## src/rtl/jtag_drv_if.sv

```systemverilog
// Command/response handshake bundle for the JTAG master.
// master = host side, slave = jtag_drv.
interface jtag_drv_if;
    logic        cmd_valid;
    logic        cmd_ready;
    logic [1:0]  cmd_op;
    logic [4:0]  cmd_len;
    logic [31:0] cmd_data;
    logic        rsp_valid;
    logic        rsp_ready;
    logic [31:0] rsp_data;

    modport master (
        output cmd_valid, cmd_op, cmd_len, cmd_data, rsp_ready,
        input  cmd_ready, rsp_valid, rsp_data
    );

    modport slave (
        input  cmd_valid, cmd_op, cmd_len, cmd_data, rsp_ready,
        output cmd_ready, rsp_valid, rsp_data
    );
endinterface

```

## src/rtl/jtag_drv.sv

```systemverilog
// Host-side JTAG master: TAP walks, IR/DR shifts of 1..32 bits, TCK = CLK/(2*DIV).
// Define JTAG_DRV_TRST_EN to pulse TRST low during the RESET op.
module jtag_drv #(
    parameter int DIV = 4
) (
    input  logic        CLK,
    input  logic        rst,
    jtag_drv_if.slave   bus,
    output logic        busy,
    output logic        TCK,
    output logic        TMS,
    output logic        TDI,
    input  logic        TDO,
    output logic        TRST
);

    typedef enum logic [2:0] {
        IDLE_WAIT,
        PRE,
        SHIFT,
        POST,
        RESP
    } st_e;

    localparam logic [1:0] OP_RESET = 2'd0;
    localparam logic [1:0] OP_IR    = 2'd1;
    localparam logic [1:0] OP_DR    = 2'd2;
    localparam logic [1:0] OP_IDLE  = 2'd3;

    st_e         st;
    logic [1:0]  op_q;
    logic [4:0]  len_q;
    logic [31:0] data_q;
    logic [4:0]  idx;
    logic [15:0] cnt;
    logic        rdy_q;
    logic        rv_q;
    logic [31:0] rd_q;
    logic [4:0]  last;
    logic [4:0]  nxt_idx;
    logic        tck_end;
    logic        shift_op;

    function automatic logic step_tms(
        input logic [1:0] op,
        input st_e        s,
        input logic [4:0] i,
        input logic [4:0] len
    );
        logic t;
        t = 1'b0;
        case (s)
            PRE: begin
                case (op)
                    OP_RESET: t = (i != 5'd5);
                    OP_IR:    t = (i < 5'd2);
                    OP_DR:    t = (i == 5'd0);
                    default:  t = 1'b0;
                endcase
            end
            SHIFT:   t = (op != OP_IDLE) && (i == len);
            POST:    t = (i == 5'd0);
            default: t = 1'b0;
        endcase
        return t;
    endfunction

    assign bus.cmd_ready = rdy_q;
    assign bus.rsp_valid = rv_q;
    assign bus.rsp_data  = rd_q;

    assign nxt_idx  = idx + 5'd1;
    assign tck_end  = (cnt == 16'(DIV - 1));
    assign shift_op = (op_q == OP_IR) || (op_q == OP_DR);

    // Index of the final TCK step within the current phase
    always_comb begin
        last = 5'd1;
        case (st)
            PRE: begin
                case (op_q)
                    OP_RESET: last = 5'd5;
                    OP_IR:    last = 5'd3;
                    default:  last = 5'd2;
                endcase
            end
            SHIFT:   last = len_q;
            default: last = 5'd1;
        endcase
    end

`ifdef JTAG_DRV_TRST_EN
    logic trst_q;
    assign TRST = trst_q;
`else
    assign TRST = 1'b1;
`endif

    always_ff @(posedge CLK) begin
        if (!rst) begin
            st     <= IDLE_WAIT;
            op_q   <= '0;
            len_q  <= '0;
            data_q <= '0;
            idx    <= '0;
            cnt    <= '0;
            rdy_q  <= 1'b0;
            rv_q   <= 1'b0;
            rd_q   <= '0;
            busy   <= 1'b0;
            TCK    <= 1'b0;
            TMS    <= 1'b1;
            TDI    <= 1'b0;
`ifdef JTAG_DRV_TRST_EN
            trst_q <= 1'b1;
`endif
        end else begin
            unique case (st)
                IDLE_WAIT: begin
                    if (bus.cmd_valid && rdy_q) begin
                        op_q   <= bus.cmd_op;
                        len_q  <= bus.cmd_len;
                        data_q <= bus.cmd_data;
                        rdy_q  <= 1'b0;
                        busy   <= 1'b1;
                        cnt    <= '0;
                        idx    <= '0;
                        rd_q   <= '0;
                        TDI    <= 1'b0;
                        if (bus.cmd_op == OP_IDLE) begin
                            st  <= SHIFT;
                            TMS <= 1'b0;
                        end else begin
                            st  <= PRE;
                            TMS <= step_tms(bus.cmd_op, PRE, 5'd0, bus.cmd_len);
                        end
`ifdef JTAG_DRV_TRST_EN
                        trst_q <= (bus.cmd_op != OP_RESET);
`endif
                    end else begin
                        rdy_q <= 1'b1;
                    end
                end
                PRE, SHIFT, POST: begin
                    if (!tck_end) begin
                        cnt <= cnt + 16'd1;
                    end else begin
                        cnt <= '0;
                        if (!TCK) begin
                            TCK <= 1'b1;
                            if (st == SHIFT && shift_op) rd_q[idx] <= TDO;
                        end else begin
                            // Falling edge: present the next step's TMS/TDI
                            TCK <= 1'b0;
                            if (idx != last) begin
                                idx <= nxt_idx;
                                TMS <= step_tms(op_q, st, nxt_idx, len_q);
                                TDI <= (st == SHIFT) && shift_op && data_q[nxt_idx];
`ifdef JTAG_DRV_TRST_EN
                                if (st == PRE && idx == 5'd1) trst_q <= 1'b1;
`endif
                            end else begin
                                idx <= '0;
                                TDI <= 1'b0;
                                case (st)
                                    PRE: begin
                                        if (op_q == OP_RESET) begin
                                            st    <= IDLE_WAIT;
                                            busy  <= 1'b0;
                                            rdy_q <= 1'b1;
                                        end else begin
                                            st  <= SHIFT;
                                            TMS <= step_tms(op_q, SHIFT, 5'd0, len_q);
                                            TDI <= data_q[0];
                                        end
                                    end
                                    SHIFT: begin
                                        if (op_q == OP_IDLE) begin
                                            st    <= IDLE_WAIT;
                                            busy  <= 1'b0;
                                            rdy_q <= 1'b1;
                                        end else begin
                                            st  <= POST;
                                            TMS <= 1'b1;
                                        end
                                    end
                                    default: begin
                                        st   <= RESP;
                                        busy <= 1'b0;
                                        rv_q <= 1'b1;
                                    end
                                endcase
                            end
                        end
                    end
                end
                RESP: begin
                    if (bus.rsp_ready) begin
                        rv_q  <= 1'b0;
                        rdy_q <= 1'b1;
                        st    <= IDLE_WAIT;
                    end
                end
                default: st <= IDLE_WAIT;
            endcase
        end
    end

endmodule

```

## src/flat_wrapper.sv

```systemverilog
// flat-port wrapper written by rule: the top's interface ports become plain ports
module jtag_drv_flat 
#(
    parameter int DIV = 4
)
  (CLK, rst, busy, TCK, TMS, TDI, TDO, TRST, bus_cmd_valid, bus_cmd_op, bus_cmd_len, bus_cmd_data, bus_rsp_ready, bus_cmd_ready, bus_rsp_valid, bus_rsp_data);
  jtag_drv_if bus_i ();
  input  logic CLK;
  input  logic rst;
  output logic busy;
  output logic TCK;
  output logic TMS;
  output logic TDI;
  input  logic TDO;
  output logic TRST;
  input wire logic [$bits(bus_i.cmd_valid)-1:0] bus_cmd_valid;
  input wire logic [$bits(bus_i.cmd_op)-1:0] bus_cmd_op;
  input wire logic [$bits(bus_i.cmd_len)-1:0] bus_cmd_len;
  input wire logic [$bits(bus_i.cmd_data)-1:0] bus_cmd_data;
  input wire logic [$bits(bus_i.rsp_ready)-1:0] bus_rsp_ready;
  output wire logic [$bits(bus_i.cmd_ready)-1:0] bus_cmd_ready;
  output wire logic [$bits(bus_i.rsp_valid)-1:0] bus_rsp_valid;
  output wire logic [$bits(bus_i.rsp_data)-1:0] bus_rsp_data;
  assign bus_i.cmd_valid = bus_cmd_valid;
  assign bus_i.cmd_op = bus_cmd_op;
  assign bus_i.cmd_len = bus_cmd_len;
  assign bus_i.cmd_data = bus_cmd_data;
  assign bus_i.rsp_ready = bus_rsp_ready;
  assign bus_cmd_ready = bus_i.cmd_ready;
  assign bus_rsp_valid = bus_i.rsp_valid;
  assign bus_rsp_data = bus_i.rsp_data;
  jtag_drv #(.DIV(DIV)) u_core (.CLK(CLK), .rst(rst), .bus(bus_i), .busy(busy), .TCK(TCK), .TMS(TMS), .TDI(TDI), .TDO(TDO), .TRST(TRST));
endmodule
```

## config.mk

```make
export PLATFORM = sky130hd
export DESIGN_NAME = jtag_drv_flat
export DESIGN_NICKNAME = d
export VERILOG_FILES = /design/src/rtl/jtag_drv_if.sv /design/src/rtl/jtag_drv.sv /design/src/flat_wrapper.sv
export SDC_FILE = /design/constraint.sdc
export NUM_CORES = 1
export LEC_CHECK = 0
export CORE_MARGIN = 2
export CORE_UTILIZATION = 45
export DETAILED_ROUTE_END_ITERATION = 7
export GPL_ROUTABILITY_DRIVEN = 0
export PLACE_DENSITY = 0.69
export SLEW_MARGIN = 20
export SYNTH_ARGS = -nofsm -noshare
export SYNTH_HDL_FRONTEND = slang
export SYNTH_SLANG_ARGS = --single-unit
```

## constraint.sdc

```tcl
create_clock -name CLK -period 3.9 [get_ports CLK]
set_input_delay 0.39 -clock CLK [delete_from_list [all_inputs] [get_ports CLK]]
set_output_delay 0.39 -clock CLK [all_outputs]
set_load 0.03 [all_outputs]
```

==> qor.yml, run 1 <==
critical_path:
  rrSetupSlack_ps: 1020
  r2r-end: "u_core.TDI$_SDFFE_PN0P_"
  required_ps: 4080
  path_max_fanout: 10
  end_kind: "flip-flop"
  crit_start: "u_core.idx[1]$_SDFFE_PN0P_"
  r2r_start: "u_core.idx[1]$_SDFFE_PN0P_"
  cp.arrival_ps: 3060
  r2r_cells: 7
  path_class: "reg -> reg"
  start_kind: "flip-flop"
sta:
  fin_setup_tns_ps: 0
  finalCritPeriodShare_pct: 73.9
  fin_ws_ps: 1020
  relSlewSlack_pct: 31.3
  finalSetupViolCount: 0
  rsz0062_at_grt: "false"
  worstMarginPinSlew_ps: 1030
  fin_worst_skew_ps: 10.3
  slew_violations: 0
  fmax_mhz: 347
  layout_min_cycle_time_ps: 2880
  hold_violations: 0
worst_hold_path:
  hold_end: "u_core.data_q[9]$_SDFFE_PN0P_"
  min_from: "u_core.data_q[9]$_SDFFE_PN0P_"
  hold_depth: 2
  hp-class: "reg -> reg"
global_routing:
  grt_usage_pct: 20.6
  grt_pass1_wl_mm: 21.8
  grt_overflow: 0
  grt_max_degree: 61
  antenna_found_initial: 0
  grt_pass1_vias: 4552
floorplan:
  initial_utilization_pct: 46.0
  die_h_um: 112
  io_pins: 83
  dieWidth_um: 112
  die_area_um2: 12500
  core_region_area_um2: 11400
  rows: 39
placement:
  port_buffers: 81
  hpwl_mm: 8.98
  place_ws_ps: 1030
detailed_routing:
  drt_pass1_iterations: 5
  antenna_left: 0
  wl_per_cell_um: 15.3
  via_per_inst: 5.68
  vias: 4860
  drc: 0
  first_iter_violations: 386
  wl_mm: 13.1
final_layout:
  antenna_cells: 0
  nets: 763
  utilization_pct: 56.0
  areaGrowthSynthToFinish_pct: 21.7
  layout-drive-gt1-share_pct: 6.87
power:
  irDropWorstVdd_mv: 0.310
  power_leakage_nw: 2.16
  powerDensity_nw_per_um2: 523
cts:
  post_cts_buffers: 0
  cts-resized-gates: 0
  root_buffer: "clkbuf_16"
  cts.reportedPaths.clkPinSlew_ps: 70
  clock_sinks: 101
  cts-htree-levels: 3
  clock_path_buffers: 2
  cts_made_buffers: 9
  ctsHoldBuffers: 0
  cts_tree: "built"
  clk_latency_ps: 350
logic_synthesis:
  ys_types: 71
  syn_avg_cell_area_um2: 7.90
  synth_ff_type: "dfxtp_1"
  yosys_warnings: 0
  synthesis.nets: 717
  synth-seq-area-share_pct: 38.7
  yosys_register_bits: 101
  synthArstFlopShare_pct: 0
  syn_area_um2: 5230
  syn-instance-count: 662
  synth-edff-count: 0
run_status:
  outcome: "complete, no violations"
job:
  drv_cap: 0
power breakdown:
group / total (mW) / switching (mW) / internal (mW)
Clock: 0.875 / 0.415 / 0.461
Combinational: 1.20 / 0.766 / 0.430
Sequential: 1.26 / 0.127 / 1.13
Total: 3.33 / 1.31 / 2.02
through the flow:
stage / hold slack [ps] / cell area (um^2) / std cells / power (mW)
2_1_floorplan: 433 / 5230 / 662 / 2.14
3_3_place_gp: 441 / 6080 / 840 / 2.43
3_5_place_dp: 448 / 6080 / 840 / 2.46
4_1_cts: 458 / 6370 / 856 / 3.33
5_1_grt: 481 / 6370 / 856 / 3.53
6_report: 453 / 6370 / 856 / 3.33
layer usage:
metal | routed length, um | global-route usage [%] | part of all wire (%) | up-vias
met5 | 0 | 0 | 0 | -
met2 | 5970 | 33.4 | 46 | 181
met1 | 6100 | 28.5 | 47 | 2242
met4 | 182 | 5.51 | 1.4 | 0
met3 | 811 | 3.76 | 6.2 | 18
li1 | - | - | - | 2419
synth_stat cells, drive strengths merged (2+ instances only):
master	instances	share of area, %
nand2	120	8.6
nand2b	6	0.72
nor2b	5	0.60
nand3	24	2.3
clkbuf	39	2.8
a31oi	8	0.96
o31ai	2	0.38
xnor2	13	2.2
ha	11	2.6
and2	6	0.72
a211oi	5	0.81
o311ai	2	0.33
or4	2	0.29
nor2	29	2.1
dfxtp	101	39
mux2i	2	0.38
o21bai	2	0.29
or3b	3	0.50
or2	2	0.24
o22ai	2	0.24
inv	11	0.79
nor4bb	2	0.38
and4	2	0.33
nor3	10	0.96
o21ai	44	4.2
xor2	11	2.0
nor4b	5	0.96
a22oi	3	0.43
a21oi	109	10
nand4	8	0.96
or3	4	0.48
nor4	7	0.96
buf	16	1.4
mux4	9	3.9
or4b	2	0.38
and3	9	1.1
o21ba	2	0.38
o21a	4	0.57
worst max-delay path by stage:
stage	endpoint	depth (start not counted)
final	u_core.TDI$_SDFFE_PN0P_	7
after global routing	u_core.TDI$_SDFFE_PN0P_	7
after CTS	u_core.TDI$_SDFFE_PN0P_	7
after detailed placement	u_core.TDI$_SDFFE_PN0P_	7
after global placement	u_core.TDI$_SDFFE_PN0P_	7
after floorplan	u_core.TDI$_SDFFE_PN0P_	8
layout by cell type, fill, tap and decap left out, types with 3 or more instances in the layout:
cell / instances
a211oi_1: 4
a21oi_1: 109
a22oi_1: 3
a31oi_1: 8
and2_1: 6
and3_1: 9
buf_4: 9
clkbuf_16: 9
clkdlybuf4s50_1: 81
dfxtp_1: 101
ha_1: 11
inv_1: 10
mux4_2: 9
nand2_1: 120
nand2b_1: 6
nand3_1: 24
nand4_1: 8
nor2_1: 29
nor2b_1: 5
nor3_1: 10
nor4_1: 5
nor4b_1: 4
o21a_1: 4
o21ai_0: 8
o21ai_1: 36
or3_1: 4
xnor2_1: 13
xor2_1: 10
flip-flops by register name (all words and copies together), names as in the netlist, 2 cells and up:
signal,count
u_core.cnt,16
u_core.op_q,2
u_core.len_q,5
u_core.data_q,32
u_core.st,3
u_core.bus.rsp_data,32
u_core.idx,5
kinds of logic after synthesis:
family / Yosys count / share of synthesized area (%)
xor+xnor: 25 / 4.59
flops: 101 / 38.7
compound gates: 196 / 21.3
other cells: 1 / 0.0717
mux: 12 / 4.47
fa+ha+maj: 11 / 2.63
simple gates: 250 / 23.3
buf+inv: 66 / 5.02
cell type report:
type / count / area, um^2
sequential: 101 / 2020
timing repair buffer: 90 / 878
inverter: 11 / 41.3
clock buffer: 10 / 239
multi-input combinational: 495 / 2960
fill: 1091 / 5000
tap: 143 / 179
clock inverter: 6 / 52.6
worst max-delay path, cell delays in order, from the launching register on:
cell and delay, ps:
dfxtp_1 440, inv_1 160, ha_1 660, mux4_2 580, mux4_2 470, o21ba_2 230
or4_1 90, a31oi_1 80
(Power assumes the default switching activity.)
==> run 2: changes to the inputs <==
- clock period: 3.9 -> 2.8 ns (I/O delays scaled with it)
==> qor.yml, run 2 (synthesis results as in run 1) <==
sta:
  fmax_mhz: 379  # was 347 MHz
  worstMarginPinSlew_ps: 1040  # was 1030 ps
  fin_ws_ps: 162  # was 1020 ps
  hold_violations: 0  # unchanged
  layout_min_cycle_time_ps: 2640  # was 2880 ps
  finalSetupViolCount: 0  # unchanged
  rsz0062_at_grt: "true"  # was false
  slew_violations: 0  # unchanged
  finalCritPeriodShare_pct: 94.2  # was 73.9%
  fin_worst_skew_ps: 8.18  # was 10.3 ps
  relSlewSlack_pct: 30.5  # was 31.3%
  fin_setup_tns_ps: 0  # unchanged
  whs_ps: 454  # was 453 ps
power:
  power_leakage_nw: 2.23  # was 2.16 nW
  powerDensity_nw_per_um2: 752  # was 523 nW/um^2
  irDropWorstVdd_mv: 0.412  # was 0.310 mV
  finalPower_mw: 4.89  # was 3.33 mW
run_status:
  outcome: "complete, no violations"  # unchanged
cts:
  ctsHoldBuffers: 0  # unchanged
  cts_tree: "built"  # unchanged
  root_buffer: "clkbuf_16"  # unchanged
  cts-htree-levels: 3  # unchanged
  cts_made_buffers: 9  # unchanged
  cts.reportedPaths.clkPinSlew_ps: 70  # about the same
  clk_latency_ps: 350  # about the same
  clock_path_buffers: 2  # unchanged
  clock_sinks: 101  # unchanged
global_routing:
  grt_pass1_vias: 4671  # was 4552
  grt_overflow: 0  # unchanged
  antenna_found_initial: 0  # unchanged
  grt_pass1_wl_mm: 22.2  # was 21.8 mm
  grt_usage_pct: 21.3  # was 20.6%
  grt_max_degree: 46  # was 61
detailed_routing:
  wl_met2_mm: 6.13  # was 5.97 mm
  top_layer: "met4"  # unchanged
  drc: 0  # unchanged
  first_iter_violations: 352  # was 386
  via_per_inst: 5.72  # was 5.68
  wl_met1_mm: 6.03  # was 6.10 mm
  wl_met3_um: 843  # was 811 um
  wl_per_cell_um: 15.3  # about the same
  drt_pass1_iterations: 7  # was 5
  wl_mm: 13.2  # was 13.1 mm
  vias: 4939  # was 4860
  antenna_left: 0  # unchanged
job:
  drv_cap: 0  # unchanged
floorplan:
  core_region_area_um2: 11400  # unchanged
  io_pins: 83  # unchanged
  dieWidth_um: 112  # unchanged
  rows: 39  # unchanged
  die_area_um2: 12500  # unchanged
  initial_utilization_pct: 46.0  # unchanged
  die_h_um: 112  # unchanged
placement:
  port_buffers: 81  # unchanged
  place_ws_ps: 168  # was 1030 ps
  hpwl_mm: 9.10  # was 8.98 mm
final_layout:
  areaGrowthSynthToFinish_pct: 24.2  # was 21.7%
  antenna_cells: 0  # unchanged
  final_cell_mix: "nand2_1 (120), a21oi_1 (109), dfxtp_1 (101), clkdlybuf4s50_1 (81), o21ai_1 (36)"  # unchanged
  final_common_cell: "nand2_1"  # unchanged
  layout-drive-gt1-share_pct: 7.92  # was 6.87%
  nets: 771  # was 763
critical_path:
  path_max_fanout: 6  # was 10
  crit_slowest_cell: "nor4_1"  # was ha_1
  start_kind: "flip-flop"  # unchanged
  max_stage_delay_ps: 530  # was 660 ps
  cp_cell_sequence: "inv_1 -> ha_1 -> or4b_1 -> a211oi_2 -> o22ai_1 -> nor4_1 -> a21oi_1 -> a211oi_1"  # was inv_1 -> ha_1 -> mux4_2 -> mux4_2 -> o21ba_2 -> or4_1 -> a31oi_1
  critical-path-top-delay-family: "simple AND/OR/NAND/NOR gates"  # was multiplexers
  path_class: "reg -> reg"  # unchanged
  cp_num_buf_inv: 1  # unchanged
  cp.arrival_ps: 2890  # was 3060 ps
  required_ps: 3060  # was 4080 ps
  end_kind: "flip-flop"  # unchanged
worst_hold_path:
  hp-class: "reg -> reg"  # unchanged
-- run 2: cell count changes in the layout (fill, tap and decap cells not counted), sizes merged --
| cell | previous run | this run |
|---|---|---|
| inv | 14 | 12 |
| bufinv | 0 | 2 |
| clkinv | 1 | 2 |
| buf | 9 | 17 |
| clkinvlp | 2 | 0 |
-- run 2: worst reg2reg max path: cells and delay by family (launching register included) --
kind | cells | cell delay (ps)
AOI/OAI and AO/OA | 4 | 760
DFF | 1 | 380
buffers and inverters | 1 | 100
adders and majority gates | 1 | 270
and+or+nand+nor | 2 | 1030
-- run 2: worst paths after layout --
kind	slack, ps	to	start	cells after the start
min reg2reg	450	u_core.data_q[21]$_SDFFE_PN0P_	u_core.data_q[21]$_SDFFE_PN0P_	2
max reg2reg	160	u_core.st[1]$_SDFFE_PN0P_	u_core.op_q[0]$_SDFFE_PN0P_	8
min	450	u_core.data_q[21]$_SDFFE_PN0P_	u_core.data_q[21]$_SDFFE_PN0P_	2
max	160	u_core.st[1]$_SDFFE_PN0P_	u_core.op_q[0]$_SDFFE_PN0P_	8
-- run 2: cell type report --
cell class,instances,area (um^2)
fill,1060,4870
multi-input combinational,495,2970
clock buffer,10,239
sequential,101,2020
clock inverter,5,82.6
inverter,11,41.3
timing repair buffer,98,963
tap,143,179
-- run 2: repair_timing --
| action | CTS | global route |
|---|---|---|
| resized for setup | 0 | 2 |
| buffers inserted | 0 | 0 |
| setup endpoints to repair | 0 | 2 |
-- run 2: per-stage QoR --
step                util [%]  instance area, um^2  std cells
global route            57.1                 6500        863
detailed placement      54.2                 6160        848
floorplan                  -                 5230        662
CTS                     57.0                 6480        863
finish                  57.1                 6500        863
global placement        54.2                 6160        848
-- run 2: power by group --
group | total [mW] | switching (mW) | leakage, nW | internal [mW]
clock | 1.36 | 0.556 | 0.159 | 0.806
combinational | 1.82 | 1.15 | 1.26 | 0.674
sequential | 1.70 | 0.125 | 0.818 | 1.58
-- run 2: layer usage --
layer  vias to the layer above  track usage, %
met5                         -               0
met4                         0            7.24
met3                        25            4.46
met2                       180            34.7
met1                      2295            28.3
li1                       2439               -
==> run 3: changes to the inputs <==
- REMOVE_ABC_BUFFERS: not set -> 1
==> qor.yml, run 3 (synthesis results as in run 1) <==
power:
  seqPwrFrac_pct: 36.5  # was 34.8%
  pwr-share-clk_pct: 25.3  # was 27.9%
  p_int_mw: 2.84  # was 3.06 mW
  finalPower_mw: 4.68  # was 4.89 mW
  irDropWorstVdd_mv: 0.346  # was 0.412 mV
  powerDensity_nw_per_um2: 721  # was 752 nW/um^2
  pwr-share-comb_pct: 38.2  # was 37.3%
  power.switching_mw: 1.84  # was 1.83 mW
  power_leakage_nw: 2.23  # about the same
  p_sw_share_pct: 39.3  # was 37.4%
global_routing:
  grt_overflow: 0  # unchanged
  grt_usage_pct: 21.7  # was 21.3%
  grt_pass1_wl_mm: 22.6  # was 22.2 mm
  antenna_found_initial: 0  # unchanged
  grt_max_degree: 66  # was 46
  grt_pass1_vias: 4729  # was 4671
final_layout:
  final_area_um2: 6490  # was 6500 um^2
  antenna_cells: 0  # unchanged
  final_common_cell: "nand2_1"  # unchanged
  final_cell_mix: "nand2_1 (120), a21oi_1 (109), dfxtp_1 (101), clkdlybuf4s50_1 (81), o21ai_1 (35)"  # was nand2_1 (120), a21oi_1 (109), dfxtp_1 (101), clkdlybuf4s50_1 (81), o21ai_1 (36)
  utilization_pct: 57.1  # about the same
  regArea_um2: 2020  # unchanged
  multiInputGateArea_um2: 2970  # about the same
  fillers: 1063  # was 1060
  areaGrowthSynthToFinish_pct: 24.1  # was 24.2%
  layout.cells.non_filler: 867  # was 863
  layout-drive-gt1-share_pct: 8.56  # was 7.92%
  nets: 774  # was 771
critical_path:
  r2r_start: "u_core.op_q[0]$_SDFFE_PN0P_"  # unchanged
  endpoint: "u_core.TMS$_SDFFE_PN1P_"  # was u_core.st[1]$_SDFFE_PN0P_
  path_max_fanout: 7  # was 6
  path_class: "reg -> reg"  # unchanged
  cp.arrival_ps: 2830  # was 2890 ps
  rrSetupSlack_ps: 230  # was 160 ps
  start_kind: "flip-flop"  # unchanged
  required_ps: 3060  # about the same
  crit_start: "u_core.op_q[0]$_SDFFE_PN0P_"  # unchanged
  r2r-end: "u_core.TMS$_SDFFE_PN1P_"  # was u_core.st[1]$_SDFFE_PN0P_
  end_kind: "flip-flop"  # unchanged
  r2r_cells: 8  # unchanged
detailed_routing:
  wl_per_cell_um: 15.5  # was 15.3 um
  first_iter_violations: 291  # was 352
  antenna_left: 0  # unchanged
  wl_mm: 13.4  # was 13.2 mm
  via_per_inst: 5.70  # was 5.72
  vias: 4940  # was 4939
  drc: 0  # unchanged
  drt_pass1_iterations: 4  # was 7
floorplan:
  die_area_um2: 12500  # unchanged
  io_pins: 83  # unchanged
  die_h_um: 112  # unchanged
  dieWidth_um: 112  # unchanged
  initial_utilization_pct: 46.0  # unchanged
  rows: 39  # unchanged
  core_region_area_um2: 11400  # unchanged
placement:
  port_buffers: 81  # unchanged
  placed_cell_area_um2: 6200  # was 6160 um^2
  hpwl_mm: 9.46  # was 9.10 mm
  place_ws_ps: 200  # was 168 ps
  placed_cells: 851  # was 848
cts:
  clock_sinks: 101  # unchanged
  clock_path_buffers: 2  # unchanged
  ctsHoldBuffers: 0  # unchanged
  cts-htree-levels: 3  # unchanged
  cts.reportedPaths.clkPinSlew_ps: 70  # about the same
  cts_made_buffers: 9  # unchanged
  post_cts_buffers: 0  # unchanged
  root_buffer: "clkbuf_16"  # unchanged
  cts_tree: "built"  # unchanged
  cts-resized-gates: 0  # unchanged
  clk_latency_ps: 360  # was 350 ps
sta:
  fin_ws_ps: 231  # was 162 ps
  finalSetupViolCount: 0  # unchanged
  rsz0062_at_grt: "false"  # was true
  fin_worst_skew_ps: 11.1  # was 8.18 ps
  relSlewSlack_pct: 49.5  # was 30.5%
  fin_setup_tns_ps: 0  # unchanged
  worstMarginPinSlew_ps: 752  # was 1040 ps
  slew_violations: 0  # unchanged
  hold_violations: 0  # unchanged
  finalCritPeriodShare_pct: 91.8  # was 94.2%
  whs_ps: 458  # was 454 ps
  layout_min_cycle_time_ps: 2570  # was 2640 ps
  fmax_mhz: 389  # was 379 MHz
worst_hold_path:
  hp-class: "reg -> reg"  # unchanged
run_status:
  outcome: "complete, no violations"  # unchanged
job:
  drv_cap: 0  # unchanged
==> run 3: critical path, cell delays in order, from the launching register on <==
cell and delay (ps):
dfxtp_1 380, inv_1 90, ha_1 260, or4b_1 500, a211oi_2 230, o22ai_1 150
o31ai_2 530, a211oi_1 100, o311ai_1 230
==> run 3: worst min path at each step <==
stage	start	endpoint	slack, ps	cells past startpoint
detailed placement	u_core.data_q[17]$_SDFFE_PN0P_	u_core.data_q[17]$_SDFFE_PN0P_	450	2
floorplan	rst	u_core.TMS$_SDFFE_PN1P_	360	1
global placement	u_core.data_q[17]$_SDFFE_PN0P_	u_core.data_q[17]$_SDFFE_PN0P_	440	2
finish	u_core.data_q[22]$_SDFFE_PN0P_	u_core.data_q[22]$_SDFFE_PN0P_	460	2
global route	bus_cmd_data[9]	u_core.data_q[9]$_SDFFE_PN0P_	470	3
CTS	u_core.data_q[17]$_SDFFE_PN0P_	u_core.data_q[17]$_SDFFE_PN0P_	460	2
==> run 3: power groups by stage <==
stage	logic (mW)	clock network, mW	registers [mW]
after CTS	1.76	1.20	1.71
final	1.79	1.18	1.71
after global routing	1.99	1.26	1.73
after detailed placement	1.76	0	1.74
after floorplan	1.14	0	1.76
after global placement	1.71	0	1.73
==> run 3: final cells by class <==
type                            count  share of cell area [%]
Clock inverter                      6                   0.752
Multi-Input combinational cell    495                    45.8
Clock buffer                       10                    3.53
Sequential cell                   101                    31.2
Inverter                           11                   0.636
Timing Repair Buffer              101                    15.4
Tap cell                          143                    2.76
==> run 3: metal layers <==
layer	global-route usage (%)	wire [um]	part of all wire, %
met5	0	0	0
met4	8.64	223	1.7
met3	3.65	592	4.4
met2	35.0	6310	47
met1	29.0	6300	47
